### config.mk
export PLATFORM = sky130hd
export DESIGN_NAME = dmem_arbiter
export DESIGN_NICKNAME = d
export VERILOG_FILES = /design/src/rtl/dmem_arbiter.sv
export SDC_FILE = /design/constraint.sdc
export NUM_CORES = 1
export LEC_CHECK = 0
export CAP_MARGIN = 20
export CORE_MARGIN = 5
export CORE_UTILIZATION = 24
export DETAILED_ROUTE_END_ITERATION = 12
export GPL_TIMING_DRIVEN = 0
export PLACE_DENSITY = 0.78
export SLEW_MARGIN = 20
export SYNTH_ARGS = -nofsm -noshare
export SYNTH_HDL_FRONTEND = slang
export SYNTH_SLANG_ARGS = --single-unit
### constraint.sdc
create_clock -name clk -period 1.9 [get_ports clk]
set_clock_uncertainty 0.05 [all_clocks]
set_input_delay 0.285 -clock clk [delete_from_list [all_inputs] [get_ports clk]]
set_output_delay 0.285 -clock clk [all_outputs]
set_load 0.03 [all_outputs]
### src/rtl/dmem_arbiter.sv
// Two-port round-robin arbiter in front of the single-port data RAM.
// Grants are same-cycle; read responses return to their issuer one cycle later.
module dmem_arbiter #(
    parameter int DATA_WIDTH = 32,
    parameter int ADDR_WIDTH = 10,
    parameter int CNT_WIDTH  = 16
) (
    input  logic                  clk,
    input  logic                  rst_n,
    input  logic                  m0_req,
    input  logic                  m0_we,
    input  logic [ADDR_WIDTH-1:0] m0_addr,
    input  logic [DATA_WIDTH-1:0] m0_wdata,
    input  logic                  m1_req,
    input  logic                  m1_we,
    input  logic [ADDR_WIDTH-1:0] m1_addr,
    input  logic [DATA_WIDTH-1:0] m1_wdata,
    output logic                  m0_gnt,
    output logic                  m1_gnt,
    output logic                  m0_rvalid,
    output logic                  m1_rvalid,
    output logic [DATA_WIDTH-1:0] m0_rdata,
    output logic [DATA_WIDTH-1:0] m1_rdata,
    output logic                  ram_rd_ena,
    output logic                  ram_wr_ena,
    output logic [ADDR_WIDTH-1:0] ram_address,
    output logic [DATA_WIDTH-1:0] ram_wr_data,
    input  logic [DATA_WIDTH-1:0] ram_rd_data,
    output logic [CNT_WIDTH-1:0]  conflict_cnt
);

    logic                 ready_r;
    logic                 last_r;
    logic                 rd_pend_r;
    logic                 rd_port_r;
    logic [CNT_WIDTH-1:0] conflict_cnt_r;

    logic                 gnt0_s;
    logic                 gnt1_s;
    logic                 we_s;
    logic                 both_req_s;

    assign both_req_s = m0_req & m1_req;

    // Round-robin grant: under contention the port that was not granted last wins.
    always_comb begin
        if (ready_r) begin
            gnt0_s = m0_req & (~m1_req | last_r);
            gnt1_s = m1_req & (~m0_req | ~last_r);
        end else begin
            gnt0_s = 1'b0;
            gnt1_s = 1'b0;
        end
    end

    // RAM-side mux from the granted port; idle bus is driven to zero.
    always_comb begin
        case ({gnt1_s, gnt0_s})
            2'b01: begin
                we_s        = m0_we;
                ram_address = m0_addr;
                ram_wr_data = m0_wdata;
            end
            2'b10: begin
                we_s        = m1_we;
                ram_address = m1_addr;
                ram_wr_data = m1_wdata;
            end
            default: begin
                we_s        = 1'b0;
                ram_address = {ADDR_WIDTH{1'b0}};
                ram_wr_data = {DATA_WIDTH{1'b0}};
            end
        endcase
    end

    assign m0_gnt     = gnt0_s;
    assign m1_gnt     = gnt1_s;
    assign ram_wr_ena = (gnt0_s | gnt1_s) & we_s;
    assign ram_rd_ena = (gnt0_s | gnt1_s) & ~we_s;

    // Arbitration state, read-response tracking and saturating contention counter.
    always_ff @(posedge clk or negedge rst_n) begin
        if (!rst_n) begin
            ready_r        <= 1'b0;
            last_r         <= 1'b1;
            rd_pend_r      <= 1'b0;
            rd_port_r      <= 1'b0;
            conflict_cnt_r <= {CNT_WIDTH{1'b0}};
        end else begin
            ready_r   <= 1'b1;
            rd_pend_r <= ram_rd_ena;
            rd_port_r <= gnt1_s;
            if (gnt0_s) begin
                last_r <= 1'b0;
            end else if (gnt1_s) begin
                last_r <= 1'b1;
            end else begin
                last_r <= last_r;
            end
            if (ready_r && both_req_s && (conflict_cnt_r != {CNT_WIDTH{1'b1}})) begin
                conflict_cnt_r <= conflict_cnt_r + {{(CNT_WIDTH-1){1'b0}}, 1'b1};
            end else begin
                conflict_cnt_r <= conflict_cnt_r;
            end
        end
    end

    assign conflict_cnt = conflict_cnt_r;
    assign m0_rvalid    = rd_pend_r & ~rd_port_r;
    assign m1_rvalid    = rd_pend_r & rd_port_r;

    // Read data is only passed through to the port that owns the response.
    always_comb begin
        if (m0_rvalid) begin
            m0_rdata = ram_rd_data;
        end else begin
            m0_rdata = {DATA_WIDTH{1'b0}};
        end
        if (m1_rvalid) begin
            m1_rdata = ram_rd_data;
        end else begin
            m1_rdata = {DATA_WIDTH{1'b0}};
        end
    end

endmodule
; Word-level counts from Yosys, hierarchy flattened
; Index checks and enable logic that the tools add are counted.
; W data, S select, Z words.
[word_totals]
regBits = 20
inputBits = 122
output_inout_bits = 128
[classes]
n_addsub = 1
n_eq_ne = 3
mux = 9
bitwise = 15
reduce_logical = 3
[ops]
columns = operator, n
row1 = $mux W32, 2
row2 = $pmux W32 S2, 1
row3 = $pmux W10 S2, 1
row4 = $add A16 B1 Y16 const B, 1
row5 = $ne A16 B16 Y1 const B, 1
row6 = $and A1 B1 Y1, 7
row7 = $not A1 Y1, 5
row8 = $mux W1, 4
row9 = $or A1 B1 Y1, 3
row10 = $eq A2 B1 Y1 const B, 1
row11 = $eq A2 B2 Y1 const B, 1
row12 = $logic_and A1 B1 Y1, 2
row13 = $pmux W1 S2, 1
row14 = $reduce_bool A2 Y1, 1

; Logic depth before layout (Yosys ltp)
; Gate-level depths: netlist of run 1.
[logic_depth]
word_depth = 8
depth_mapped = 8
ltp_nobuf = 7

; Least setup slack after synthesis of run 1
; No wires, ideal clock.
[synth_timing]
kind = reg2out
start = register last_r
end = output port ram_address[9]
t_arrival_ns = 2.108
required_ns = 1.565
slack_ns = -0.543
stages_incl_launch_ff = 8
n_path_buf = 2
path_cell_list = dfstp_2 o211ai_1 inv_1 ha_1 clkbuf_1 clkbuf_1 a22oi_1 nor2_1
[synth_via]
word_cells_on_any_way = 10
classes_between = eq/ne (2) / mux (3) / bitwise (5)
[synth_lines]
columns = item, line_no
row1 = "start, declared", 33  ; logic last_r;
row2 = "start signal, assigned", 99  ; last_r <= last_r;
row3 = $or A1 B1 Y1 (*), 48  ; gnt0_s = m0_req & (~m1_req | last_r);
row4 = $and A1 B1 Y1 (*), 48
row5 = $mux W1 (*), 47  ; if (ready_r) begin
row6 = named net m0_gnt, 18  ; output logic m0_gnt,
row7 = $eq A2 B2 Y1 or $eq A2 B1 Y1 (tied branches), 58  ; case ({gnt1_s, gnt0_s})
row8 = $pmux W10 S2 (*), 58
row9 = "end, declared", 26  ; output logic [ADDR_WIDTH-1:0] ram_address,
; Mark *: on every way through the listed nets, which the timed path passes. The rest lies on a longest branch.

; Final worst setup path of run 1
[layout_timing]
start = register last_r
end = output port ram_wr_data[3]
[layout_via]
elab_chain_cells = 6
word_cells_on_any_way = 10
classes_between = eq/ne (2) / mux (3) / bitwise (5)
[layout_rtl]
columns = item, line_no
row1 = $not A1 Y1, 49  ; gnt1_s = m1_req & (~m0_req | ~last_r);
row2 = $or A1 B1 Y1, 49
row3 = $and A1 B1 Y1, 49
row4 = $mux W1, 47
row5 = $eq A2 B2 Y1 or $eq A2 B1 Y1 (tied branches), 58
row6 = $pmux W32 S2 (*), 58
row7 = "end, declared", 27  ; output logic [DATA_WIDTH-1:0] ram_wr_data,
; Mark *: on every way between the ends. The rest lies on a longest branch, timed or not.

==> results of run 1 <==
[state kept, by name, indices dropped and copies added, names as in the netlist]
| signal | flops |
|---|---|
| conflict_cnt | 16 |
| ready_r | 1 |
| rd_port_r | 1 |
| last_r | 1 |
| rd_pend_r | 1 |
[worst max-delay path, delay by kind of cell (launching register included)]
family	cells	cell delay, ns
buf+inv	4	0.64
compound gates	2	0.33
simple gates	1	0.05
flops	1	0.55
fa+ha+maj	1	0.17
[report_power, final]
group,internal [mW],leakage [nW],switching (mW),total [mW]
logic,0.849,2.22,0.895,1.74
clock network,0.185,0.0288,0.140,0.324
registers,0.497,0.249,0.0977,0.595
[cells in the mapped netlist, types with 5 or more instances]
cell type	count
sky130_fd_sc_hd__nor3_1	6
sky130_fd_sc_hd__and2_1	33
sky130_fd_sc_hd__dfrtp_1	19
sky130_fd_sc_hd__nor2_1	46
sky130_fd_sc_hd__nand2_1	5
sky130_fd_sc_hd__a22oi_1	43
sky130_fd_sc_hd__xor2_1	13
sky130_fd_sc_hd__inv_1	5
sky130_fd_sc_hd__and3_1	32
sky130_fd_sc_hd__clkbuf_1	23
[layout make-up]
type	instances	share of cell area [%]
timing repair buffer	271	46.2
multi-input combinational	214	34.7
buffer	23	6.28
sequential	20	8.81
inverter	6	0.652
clock buffer	4	0.957
tap	105	2.28
timing repair inverter	1	0.152
[metal layers]
layer | vias up | part of all wire, % | routed length, um
met4 | 0 | 2.0 | 242
met1 | 1446 | 36 | 4500
li1 | 1499 | - | -
met2 | 123 | 55 | 6840
met3 | 20 | 6.2 | 764
met5 | - | 0 | 0
[kinds of logic after synthesis]
logic type               Yosys count  synth area share, %
XOR/XNOR                          15                 6.51
adder cells (fa/ha/maj)            4                 2.48
flip-flops                        20                 24.9
multiplexers                       2                 1.30
other                              1                0.186
AO/OA/AOI/OAI                     44                 16.4
AND/OR/NAND/NOR                  148                 42.7
buffers and inverters             30                 5.64
[metrics by stage]
step           setup slack, ns  cells  setup TNS (ns)
2_1_floorplan          -0.0409    264          -0.660
3_3_place_gp             -1.20    618          -64.74
3_5_place_dp             -1.23    618          -69.08
4_1_cts                 -0.439    640          -17.42
5_1_grt                 -0.538    644          -21.52
6_report                -0.441    644          -17.72
[what timing repair did]
item / 4_1_cts / 5_1_grt
gates resized for setup: 501 / 46
endpoints found under the setup margin: 113 / 80
gates cloned: 11 / 0
setup buffers: 8 / 4
pin swaps: 35 / 27
[worst max-delay path by stage]
stage / start / end / slack, ns / depth (start not counted)
2_1_floorplan: last_r / ram_wr_ena / -0.04 / 6
3_3_place_gp: m1_req / ram_address[9] / -1.20 / 8
3_5_place_dp: m1_req / ram_rd_ena / -1.23 / 10
4_1_cts: last_r / ram_wr_data[3] / -0.44 / 8
5_1_grt: last_r / ram_wr_data[3] / -0.54 / 8
6_report: last_r / ram_wr_data[3] / -0.44 / 8
==> impl_results.md, run 1 <==
- Clock latency of the later-clocked register in the worst-skew pair: 0.26 ns
- Antenna violations before repair: 0
- Critical path endpoint category: primary output
- Area of the placeable core: 8220 um2
- Setup repair after global routing missed its margin: yes
- Transition time at the pin with the least slew margin: 0.871 ns
- Startpoint of the most critical register-to-register path: conflict_cnt[0]
- Number of nets with antenna violations after routing: 0
- Remaining global-route overflow: 0
- Net count of the finished layout: 666
- Post-layout util: 70.0%
- Top library cells by usage in the layout, fill and taps aside: sky130_fd_sc_hd__clkdlybuf4s50_1, sky130_fd_sc_hd__buf_6, sky130_fd_sc_hd__a22oi_2
- Result of the run: finished with violations
- Period minus WS final: 2.34 ns
- Static leakage power: 2.50 nW
- Post-route setup slack: -0.441 ns
- Cell depth of the worst flop-to-flop path: 6
- Synthesized instance count: 264
- Cells traversed along the worst timing path: o211ai_1, buf_4, ha_4, clkbuf_16, clkbuf_16, a22oi_2, nor2_4, buf_6
- Reg2Reg Setup Slack: 0.14 ns
- Area Growth Syn to Fin: 185%
- Routed Wire Length: 12300 um
- Global-route track usage on met1: 25.3%
- Summed instance area of the synthesized netlist: 2020 um2
- Post-synth ARST share: 100%
- Die height: 102 um
- Vias per cell: 4.80
- Number of filler instances in the final layout: 636
- Total clock buffers created by CTS: 3
- Cell with the biggest individual delay on the critical path: sky130_fd_sc_hd__dfstp_2
- Number of enable flip-flop cells after synthesis: 0
- Area used by sequential logic in the layout: 507 um2
- Routability Congestion: 0.872
- Library cell occupying the most area in the post-synthesis netlist: sky130_fd_sc_hd__dfrtp_1
- Finished Cell Area: 5750 um2
- First-pass detailed-route iteration total: 4
- Area post-placement: 5370 um2
- Hold-fix buffers at CTS: 0
- Grt peak-use layer: met2
- Sequential fraction of the synthesis area: 24.9%
- Fmax: 0.427 GHz
- Final-report max-slew violation count: 0
- Slew HR: 41.7%
- Horiz. Die Dim: 102 um
- Pin count of the biggest net entering global routing: 21
- Period utilisation layout: 123%
- Most used flip-flop cell after synthesis: sky130_fd_sc_hd__dfrtp_1
- Commonest non-fill, non-tap cell in the layout: sky130_fd_sc_hd__clkdlybuf4s50_1
- Post-synthesis cell type count: 35
- Max rail drop VDD: 0.828 mV
- Post-Synthesis Mean Instance Area: 7.64 um2
- Final hold vios: 0
- Synthesized net count: 390
- Cells taking the most area after synthesis: sky130_fd_sc_hd__dfrtp_1, sky130_fd_sc_hd__a22oi_1, sky130_fd_sc_hd__and2_1, sky130_fd_sc_hd__and3_1, sky130_fd_sc_hd__nor2_1
- Number of diodes: 0
- Clock tree root buffer cell: sky130_fd_sc_hd__clkbuf_8
- Share of the synthesized area in the top cell type: 23.6%
- Number of setup violations in the final report: 44
- Fraction of layout instances using a drive strength above 1: 44.9%
- Global-route wire length before repair: 17800 um
- Area used by multi-input combinational logic: 2000 um2
- Number of top-level pins: 250
- Vias in the first global route: 3046
- # clock sinks: 20
- H-tree level count: 1
- Global-route met3 utilization: 2.82%
- Core Rows: 33
- Die Footprint: 10300 um2
- Crit path max fanout: 7
- Clk buf depth: 2
- Largest incremental delay on the critical path: 0.55 ns
- CTS tree: built
- GRT Resource Usage Total: 22.0%
- Most used cell, CP: sky130_fd_sc_hd__clkbuf_16
- Met2 track utilization from global routing: 42.8%
- Hold Crit Class: input pin to asynchronous set/reset pin
- DRC violations left: 0
- Starting Density: 24.6%
- CP required: 1.56 ns
- Startpoint type of the worst setup path: flop
- Total power density per cell area: 463 nW/um2
- Clock-pin slew on the worst setup and hold paths: 0.07 ns
- Yosys warns: 0
- Failing checks: setup timing
- Routed wire per std cell: 19.2 um
- Worst Path Arrival: 2.01 ns
- Seq cells post-synth: 20
- Max-cap viol count: 0
- Worst slack on hold paths: 0.462 ns
- Total power draw: 2.66 mW
- Worst setup path category: flop to primary output
- Worst reg2reg endpoint: conflict_cnt[12]
- Detailed Place HPWL: 9870 um
- Detailed Route Iter0 Violations: 51
- Number of vias in the routed layout: 3088
- Count of port buffers added during placement: 249
Note: power is estimated with default switching activity, not from simulation.
==> inputs of run 2 (changes only) <==
CTS_CLUSTER_SIZE = 8   (was default)
==> results of run 2 <==
The final DEF is identical to that of run 1; final timing and power are the same.
